## src/rtl/apb4_plic_claimer_if.sv

```systemverilog
// APB4 requester bus between the PLIC claimer and the PLIC slave port.
// Signal suffixes are seen from the claimer (requester) side.
interface apb4_plic_claimer_if;
  logic [31:0] paddr_o;
  logic [2:0]  pprot_o;
  logic        psel_o;
  logic        penable_o;
  logic        pwrite_o;
  logic [31:0] pwdata_o;
  logic [3:0]  pstrb_o;
  logic        pready_i;
  logic [31:0] prdata_i;
  logic        pslverr_i;

  modport master (
    output paddr_o,
    output pprot_o,
    output psel_o,
    output penable_o,
    output pwrite_o,
    output pwdata_o,
    output pstrb_o,
    input  pready_i,
    input  prdata_i,
    input  pslverr_i
  );

  modport slave (
    input  paddr_o,
    input  pprot_o,
    input  psel_o,
    input  penable_o,
    input  pwrite_o,
    input  pwdata_o,
    input  pstrb_o,
    output pready_i,
    output prdata_i,
    output pslverr_i
  );
endinterface

```

## src/rtl/apb4_plic_claimer.sv

```systemverilog
// Hart-side PLIC claim/complete sequencer over APB4.
// Optional macro PLIC_CLAIMER_TIMEOUT_EN: handler-done timeout.
module apb4_plic_claimer #(
  parameter logic [31:0] BASE_ADDR    = 32'h0000_0000,
  parameter logic [5:0]  CLAIM_OFFSET = 6'h24,
  parameter int          IRQ_WIDTH    = 5,
  parameter int          TIMEOUT_CYC  = 1024
) (
  input  logic                 pclk,
  input  logic                 presetn,
  input  logic                 en_i,
  input  logic                 irq_i,
  apb4_plic_claimer_if.master  apb,
  output logic                 id_valid_o,
  output logic [IRQ_WIDTH-1:0] id_o,
  input  logic                 id_ready_i,
  input  logic                 done_i,
  output logic                 busy_o,
  output logic                 spur_o,
  output logic                 err_o
);

  localparam logic [31:0] CLAIM_ADDR =
    BASE_ADDR + {26'd0, CLAIM_OFFSET};

  typedef enum logic [2:0] {
    S_IDLE,
    S_RD_SETUP,
    S_RD_ACCESS,
    S_DISPATCH,
    S_WAIT_DONE,
    S_WR_SETUP,
    S_WR_ACCESS
  } state_e;

  state_e               state_q;
  state_e               state_d;
  logic [IRQ_WIDTH-1:0] id_q;
  logic [IRQ_WIDTH-1:0] id_d;
  logic                 to_hit;
  logic                 rd_ph;
  logic                 wr_ph;
  logic [IRQ_WIDTH-1:0] rd_id;

  assign rd_id = apb.prdata_i[IRQ_WIDTH-1:0];

`ifdef PLIC_CLAIMER_TIMEOUT_EN
  localparam int CNT_W = $clog2(TIMEOUT_CYC + 1);

  logic [CNT_W-1:0] cnt_q;
  logic [CNT_W-1:0] cnt_d;

  // count cycles spent in WAIT_DONE, cleared whenever the state is left
  always_comb begin
    cnt_d = '0;
    if (state_q == S_WAIT_DONE && state_d == S_WAIT_DONE) begin
      cnt_d = cnt_q + CNT_W'(1);
    end
  end

  // timeout counter register
  always_ff @(posedge pclk or negedge presetn) begin
    if (!presetn) begin
      cnt_q <= '0;
    end else begin
      cnt_q <= cnt_d;
    end
  end

  assign to_hit = (state_q == S_WAIT_DONE) &&
                  (cnt_q == CNT_W'(TIMEOUT_CYC - 1));
`else
  logic unused_to;

  assign unused_to = ^32'(TIMEOUT_CYC);
  assign to_hit    = 1'b0;
`endif

  logic unused_rd;

  assign unused_rd = ^apb.prdata_i[31:IRQ_WIDTH];

  // state and claimed-ID registers
  always_ff @(posedge pclk or negedge presetn) begin
    if (!presetn) begin
      state_q <= S_IDLE;
      id_q    <= '0;
    end else begin
      state_q <= state_d;
      id_q    <= id_d;
    end
  end

  // next state, ID capture and the spur/err pulses
  always_comb begin
    state_d = state_q;
    id_d    = id_q;
    spur_o  = 1'b0;
    err_o   = 1'b0;
    unique case (state_q)
      S_IDLE: begin
        if (en_i && irq_i) begin
          state_d = S_RD_SETUP;
        end
      end
      S_RD_SETUP: begin
        state_d = S_RD_ACCESS;
      end
      S_RD_ACCESS: begin
        if (apb.pready_i) begin
          id_d = rd_id;
          if (apb.pslverr_i) begin
            err_o   = 1'b1;
            state_d = S_IDLE;
          end else if (rd_id == '0) begin
            spur_o  = 1'b1;
            state_d = S_IDLE;
          end else begin
            state_d = S_DISPATCH;
          end
        end
      end
      S_DISPATCH: begin
        if (id_ready_i) begin
          state_d = S_WAIT_DONE;
        end
      end
      S_WAIT_DONE: begin
        if (done_i) begin
          state_d = S_WR_SETUP;
        end else if (to_hit) begin
          err_o   = 1'b1;
          state_d = S_WR_SETUP;
        end
      end
      S_WR_SETUP: begin
        state_d = S_WR_ACCESS;
      end
      S_WR_ACCESS: begin
        if (apb.pready_i) begin
          err_o   = apb.pslverr_i;
          state_d = S_IDLE;
        end
      end
      default: begin
        state_d = S_IDLE;
      end
    endcase
  end

  assign rd_ph = (state_q == S_RD_SETUP) ||
                 (state_q == S_RD_ACCESS);
  assign wr_ph = (state_q == S_WR_SETUP) ||
                 (state_q == S_WR_ACCESS);

  assign apb.psel_o    = rd_ph || wr_ph;
  assign apb.penable_o = (state_q == S_RD_ACCESS) ||
                         (state_q == S_WR_ACCESS);
  assign apb.pwrite_o  = wr_ph;
  assign apb.paddr_o   = (rd_ph || wr_ph) ? CLAIM_ADDR : '0;
  assign apb.pwdata_o  = wr_ph ?
    {{(32-IRQ_WIDTH){1'b0}}, id_q} : '0;
  assign apb.pstrb_o   = wr_ph ? 4'hF : 4'h0;
  assign apb.pprot_o   = 3'b000;

  assign id_valid_o = (state_q == S_DISPATCH);
  assign id_o       = id_q;
  assign busy_o     = (state_q != S_IDLE);

endmodule

```

## src/flat_wrapper.sv

```systemverilog
// flat-port wrapper written by rule: the top's interface ports become plain ports
module apb4_plic_claimer_flat 
#(
  parameter logic [31:0] BASE_ADDR    = 32'h0000_0000,
  parameter logic [5:0]  CLAIM_OFFSET = 6'h24,
  parameter int          IRQ_WIDTH    = 5,
  parameter int          TIMEOUT_CYC  = 1024
)
  (pclk, presetn, en_i, irq_i, id_valid_o, id_o, id_ready_i, done_i, busy_o, spur_o, err_o, apb_paddr_o, apb_pprot_o, apb_psel_o, apb_penable_o, apb_pwrite_o, apb_pwdata_o, apb_pstrb_o, apb_pready_i, apb_prdata_i, apb_pslverr_i);
  apb4_plic_claimer_if apb_i ();
  input  logic pclk;
  input  logic presetn;
  input  logic en_i;
  input  logic irq_i;
  output logic id_valid_o;
  output logic [IRQ_WIDTH-1:0] id_o;
  input  logic id_ready_i;
  input  logic done_i;
  output logic busy_o;
  output logic spur_o;
  output logic err_o;
  output wire logic [$bits(apb_i.paddr_o)-1:0] apb_paddr_o;
  output wire logic [$bits(apb_i.pprot_o)-1:0] apb_pprot_o;
  output wire logic [$bits(apb_i.psel_o)-1:0] apb_psel_o;
  output wire logic [$bits(apb_i.penable_o)-1:0] apb_penable_o;
  output wire logic [$bits(apb_i.pwrite_o)-1:0] apb_pwrite_o;
  output wire logic [$bits(apb_i.pwdata_o)-1:0] apb_pwdata_o;
  output wire logic [$bits(apb_i.pstrb_o)-1:0] apb_pstrb_o;
  input wire logic [$bits(apb_i.pready_i)-1:0] apb_pready_i;
  input wire logic [$bits(apb_i.prdata_i)-1:0] apb_prdata_i;
  input wire logic [$bits(apb_i.pslverr_i)-1:0] apb_pslverr_i;
  assign apb_paddr_o = apb_i.paddr_o;
  assign apb_pprot_o = apb_i.pprot_o;
  assign apb_psel_o = apb_i.psel_o;
  assign apb_penable_o = apb_i.penable_o;
  assign apb_pwrite_o = apb_i.pwrite_o;
  assign apb_pwdata_o = apb_i.pwdata_o;
  assign apb_pstrb_o = apb_i.pstrb_o;
  assign apb_i.pready_i = apb_pready_i;
  assign apb_i.prdata_i = apb_prdata_i;
  assign apb_i.pslverr_i = apb_pslverr_i;
  apb4_plic_claimer #(.BASE_ADDR(BASE_ADDR), .CLAIM_OFFSET(CLAIM_OFFSET), .IRQ_WIDTH(IRQ_WIDTH), .TIMEOUT_CYC(TIMEOUT_CYC)) u_core (.pclk(pclk), .presetn(presetn), .en_i(en_i), .irq_i(irq_i), .apb(apb_i), .id_valid_o(id_valid_o), .id_o(id_o), .id_ready_i(id_ready_i), .done_i(done_i), .busy_o(busy_o), .spur_o(spur_o), .err_o(err_o));
endmodule
```

## config.mk

```make
export PLATFORM = sky130hd
export DESIGN_NAME = apb4_plic_claimer_flat
export DESIGN_NICKNAME = d
export VERILOG_FILES = /design/src/rtl/apb4_plic_claimer_if.sv /design/src/rtl/apb4_plic_claimer.sv /design/src/flat_wrapper.sv
export SDC_FILE = /design/constraint.sdc
export NUM_CORES = 1
export LEC_CHECK = 0
export ABC_AREA = 1
export CAP_MARGIN = 25
export CORE_ASPECT_RATIO = 1.4
export CORE_MARGIN = 5
export CORE_UTILIZATION = 25
export CTS_BUF_LIST = sky130_fd_sc_hd__clkbuf_16
export DETAILED_ROUTE_END_ITERATION = 10
export HOLD_SLACK_MARGIN = 0.05
export PLACE_DENSITY_LB_ADDON = 0.12
export REMOVE_ABC_BUFFERS = 1
export SETUP_SLACK_MARGIN = 0.1
export SLEW_MARGIN = 40
export SYNTH_ARGS = -nofsm -noshare
export SYNTH_HDL_FRONTEND = slang
export SYNTH_SLANG_ARGS = --single-unit
```

## constraint.sdc

```tcl
create_clock -name pclk -period 1.1 [get_ports pclk]
set_input_delay 0.11 -clock pclk [delete_from_list [all_inputs] [get_ports pclk]]
set_output_delay 0.11 -clock pclk [all_outputs]
set_load 0.03 [all_outputs]
```

# Word level (Yosys, flattened, before mapping)
# Index checks and enable logic that the tools add are counted.
[totals]
ff_bits = 8
in_bits = 40
output_inout_bits = 83
wordCells = 42
[classes]
eq_ne = 11
mux = 19
n_reduce_logical = 10
[ops]
columns = ["operator", "count"]
rows = [
  ["$pmux W3 S7", 1],
  ["$mux W3", 6],
  ["$eq A3 B3 Y1 const B", 3],
  ["$mux W1", 7],
  ["$eq A3 B2 Y1 const B", 2],
  ["$mux W6", 1],
  ["$ne A2 B2 Y1 const B", 3],
  ["$logic_not A5 Y1", 1],
  ["$mux W5", 1],
  ["$reduce_and A5 Y1", 1],
  ["$logic_or A1 B1 Y1", 4],
  ["$mux W4", 1],
  ["$ne A2 B1 Y1 const B", 2],
  ["$eq A3 B1 Y1 const B", 1],
  ["$logic_not A3 Y1", 1],
  ["$reduce_bool A3 Y1", 1],
  ["$mux W2", 1],
  ["$pmux W1 S2", 1],
  ["$reduce_and A2 Y1", 1],
  ["$logic_and A1 B1 Y1", 1],
]

# Longest topological paths before layout
[depth]
ltp_word = 5
ltp_mapped = 8
mapped_depth_nobuf = 7

# Worst setup path before layout
# No wires, ideal clock.
[synth_timing]
kind = "register to output"
startpoint = "register u_core.state_q[0]"
endpoint = "output apb_pstrb_o[0]"
arrival_ps = 1409
required_time_ps = 990
path_slack_ps = -419
path_stages_with_launch = 8
path_cell_list = "dfrtp_1 inv_1 nor2_1 inv_1 nand2_2 nand2_2 inv_1 buf_4"
[synth_via]
elab_chain_len = 3
word_cells_on_any_way = 4
cone_classes = "2 x eq/ne; 1 x mux; 1 x reduce/logical"
[synth_rtl]
columns = ["item", "line", "source"]
rows = [
  ["start: declaration", "apb4_plic_claimer.sv:36", "state_e state_q;"],
  ["start signal: assignment", "apb4_plic_claimer.sv:89", "state_q <= state_d;"],
  ["$eq A3 B3 Y1, on equally long branches", "apb4_plic_claimer.sv:153, apb4_plic_claimer.sv:154", ""],
  ["$logic_or A1 B1 Y1 *", "apb4_plic_claimer.sv:153", "assign wr_ph = (state_q == S_WR_SETUP) ||"],
  ["via apb_pwrite_o", "flat_wrapper.sv:26", "output wire logic [$bits(apb_i.pwrite_o)-1:0] apb_pwrite_o;"],
  ["$mux W4 *", "apb4_plic_claimer.sv:163", "assign apb.pstrb_o = wr_ph ? 4'hF : 4'h0;"],
  ["end: declaration", "flat_wrapper.sv:28", "output wire logic [$bits(apb_i.pstrb_o)-1:0] apb_pstrb_o;"],
]
# The timed path passes the listed nets; every way through them passes the cells marked *.

# Worst setup path after layout
[layout_timing]
startpoint = "register u_core.state_q[0]"
endpoint = "output apb_paddr_o[5]"
[layout_via]
elab_chain_len = 4
word_cells_on_any_way = 8
cone_classes = "4 x eq/ne; 1 x mux; 3 x reduce/logical"
[layout_rtl]
columns = ["item", "line", "source"]
rows = [
  ["$eq A3 B1 Y1, or another cell as far along", "apb4_plic_claimer.sv:151", "assign rd_ph = (state_q == S_RD_SETUP) ||"],
  ["$logic_or A1 B1 Y1, on equally long branches", "apb4_plic_claimer.sv:151, apb4_plic_claimer.sv:153", ""],
  ["$logic_or A1 B1 Y1 *", "apb4_plic_claimer.sv:160", "assign apb.paddr_o = (rd_ph || wr_ph) ? CLAIM_ADDR : '0;"],
  ["$mux W6 *", "apb4_plic_claimer.sv:160", ""],
  ["end: declaration", "flat_wrapper.sv:22", "output wire logic [$bits(apb_i.paddr_o)-1:0] apb_paddr_o;"],
]
# Every way passes the cells marked *; elsewhere a longest branch is shown, timed or not.

==> impl_metrics.json <==
{
  "status": "finished with violations",
  "failed_checks": "negative setup slack",
  "cp.depth": 7,
  "ant_nets": 0,
  "final_cell_count_no_fill": 253,
  "clk_latency_ps": 230,
  "die_x_um": 65.1,
  "netlist.area_leader.share_pct": 47.3,
  "leakagePower_nw": 0.890,
  "layout_setup_ws_ps": -309,
  "cts_hold_buffers": 0,
  "crit_chain": "inv_2 > nor2_4 > inv_2 > nand2_4 > buf_4 > buf_6 > buf_6",
  "vdd_drop_max_v": 0.000948,
  "antenna_found_initial": 0,
  "p_switching_mw": 2.07,
  "start_util_pct": 25.5,
  "p_int_mw": 2.23,
  "avgSynthCellArea_um2": 7.19,
  "route.detailed.drc": 0,
  "layout-drive-gt1-share_pct": 42.3,
  "grt_pass1_wl_um": 3820,
  "worst-setup-path-type": "reg2out",
  "grt_usage_pct": 8.40,
  "rows": 28,
  "vias": 882,
  "crit_start": "u_core.state_q[0]$_DFFE_PN0P_",
  "worst-r2r-setup-slack_ps": -160,
  "ys_ff_latch": 8,
  "htree_levels": 1,
  "cts_root_buffer": "clkbuf_16",
  "dp_cells": 242,
  "fillers": 451,
  "cp.buffers_inverters": 5,
  "nNetsFinal": 250,
  "finalSetupTns_ps": -5890,
  "dpl_cell_area_um2": 1290,
  "ioPinCount": 123,
  "seq_power_share_pct": 13.1,
  "drt_iter0_drc": 6,
  "die_h_um": 87.2,
  "synth_cell_types": 18,
  "max_stage_delay_ps": 390,
  "grt_start_max_net_pins": 9,
  "worstPathMaxFanout": 3,
  "cp-endpoint": "apb_paddr_o[5]",
  "sw_frac_of_total_pct": 48.1,
  "hold_path.class": "in2async",
  "ys_seq_area_share_pct": 18.8,
  "viasPerCell": 3.49,
  "clkTransAtPathRegs_ps": 40,
  "start_kind": "flip-flop",
  "firstDrtPassIters": 2,
  "port_buffers": 35,
  "total_power_mw": 4.29,
  "maxCapViolations": 0,
  "max_freq_ghz": 0.710,
  "power_density_nw_per_um2": 2720,
  "r2r_end": "u_core.id_o[1]$_DFFE_PN0P_",
  "finalSetupViolCount": 26,
  "slowest_stage": "dfrtp_1",
  "gp_congestion": 0.733,
  "required_ps": 990,
  "n_antenna_cell": 0,
  "overflow": 0,
  "critical_path.top_delay_family": "buffers and inverters",
  "arrival_ps": 1300,
  "yosys-top-cells-area": "buf_4 47%, dfrtp_1 19%, nand2_1 6.4%",
  "clock_sinks": 8,
  "yosys.area.top_type": "buf_4",
  "period_share_pct": 128,
  "first_global_vias": 872,
  "core_um2": 4170,
  "final_max_slew_viol_count": 0,
  "hpwlAfterDp_um": 2130,
  "ys_warn_count": 0,
  "timing.rr.start": "u_core.state_q[0]$_DFFE_PN0P_",
  "finalHoldViolCount": 0,
  "cts_tree": "yes",
  "final_area_um2": 1580,
  "grt_setup_unrepaired": "yes",
  "area_growth_pct": 48.5,
  "numCtsBuffers": 3,
  "p_comb_share_pct": 72.6,
  "fin_skew_ps": 2.54,
  "post_drt_wl_per_cell_um": 10.1,
  "drt_wl_total_um": 2550,
  "syn_area_um2": 1060,
  "synth_cells": 148,
  "dieArea_um2": 5680,
  "r2r_cells": 8,
  "endpoint_kind": "output pin",
  "fin_crit_ps": 1410,
  "clockPowerShare_pct": 14.3,
  "clk_path_buf_depth": 2
}
-- stage by stage --
step	setup slack, ps	util [%]	hold WS (ps)
2_1_floorplan	-1050	-	-186
3_3_place_gp	-211	31.0	440
3_5_place_dp	-238	31.0	445
4_1_cts	-286	35.2	200
5_1_grt	-366	37.9	227
6_report	-309	37.9	191
-- power groups by stage --
stage / combinational (mW) / clock [mW] / sequential, mW
2_1_floorplan: 1.33 / 0 / 0.701
3_3_place_gp: 2.52 / 0 / 0.557
3_5_place_dp: 2.52 / 0 / 0.562
4_1_cts: 2.89 / 0.637 / 0.566
5_1_grt: 3.34 / 0.660 / 0.586
6_report: 3.12 / 0.615 / 0.563
-- worst reg2reg max path, cell delays in order (launching register included) --
cell and delay [ps]:
dfrtp_1 390, inv_2 110, nand2_4 80, nor2_4 120, nand2_4 80, buf_6 140, buf_6 120, nor2_4 90
a21oi_2 30
-- repair_timing --
item / 4_1_cts / 5_1_grt
setup buffers: 5 / 3
pin swaps: 3 / 3
gates resized for setup: 21 / 22
endpoints found under the setup margin: 26 / 26
-- state kept, by name, indices dropped and copies added (netlist names) --
name and count:
u_core.id_o 5, u_core.state_q 3
-- layer usage --
metal	routed length [um]	share of wire (%)	global-route usage (%)
met1	856	34	8.97
met4	0	0	2.26
met3	283	11	2.45
met2	1410	55	15.8
met5	0	0	0
-- cell usage after synthesis, drive strengths merged --
master / number
a21oi: 4
buf: 68
conb: 1
dfrtp: 8
inv: 15
nand2: 24
nand3: 3
nand3b: 1
nor2: 18
nor3: 3
o21ai: 3
-- area by class of cell --
| class | instances | area [um2] | area share [%] |
|---|---|---|---|
| multi-input combinational | 116 | 594 | 37.6 |
| timing repair buffer | 66 | 593 | 37.6 |
| sequential | 8 | 201 | 12.8 |
| clock buffer | 3 | 75.1 | 4.75 |
| inverter | 15 | 58.8 | 3.72 |
| tap | 45 | 56.3 | 3.57 |
-- cell usage in the layout, fill, tap and decap left out, drive strengths merged --
cell type	instances
buf	54
conb	60
inv	15
clkdlybuf4s50	12
nor3	3
dfrtp	8
nor2	18
a21oi	4
o21ai	3
nand3	3
nand2	24
nand3b	1
clkbuf	3
-- logic make-up after synthesis --
logic type / synth area share [%]
buffers and inverters: 53.6
AND/OR/NAND/NOR: 22.1
flip-flops: 18.8
AO/OA/AOI/OAI: 5.06
other: 0.353
-- worst min path at each step --
| stage | startpoint | to | slack, ps | cells past startpoint |
|---|---|---|---|---|
| after global placement | presetn | u_core.id_o[4]$_DFFE_PN0P_ | 440 | 1 |
| after floorplan | presetn | u_core.id_o[0]$_DFFE_PN0P_ | -190 | 0 |
| after detailed placement | presetn | u_core.id_o[4]$_DFFE_PN0P_ | 440 | 1 |
| after CTS | presetn | u_core.id_o[4]$_DFFE_PN0P_ | 200 | 1 |
| after global routing | presetn | u_core.id_o[4]$_DFFE_PN0P_ | 230 | 1 |
| final | presetn | u_core.id_o[4]$_DFFE_PN0P_ | 190 | 1 |
(Power assumes the default switching activity.)
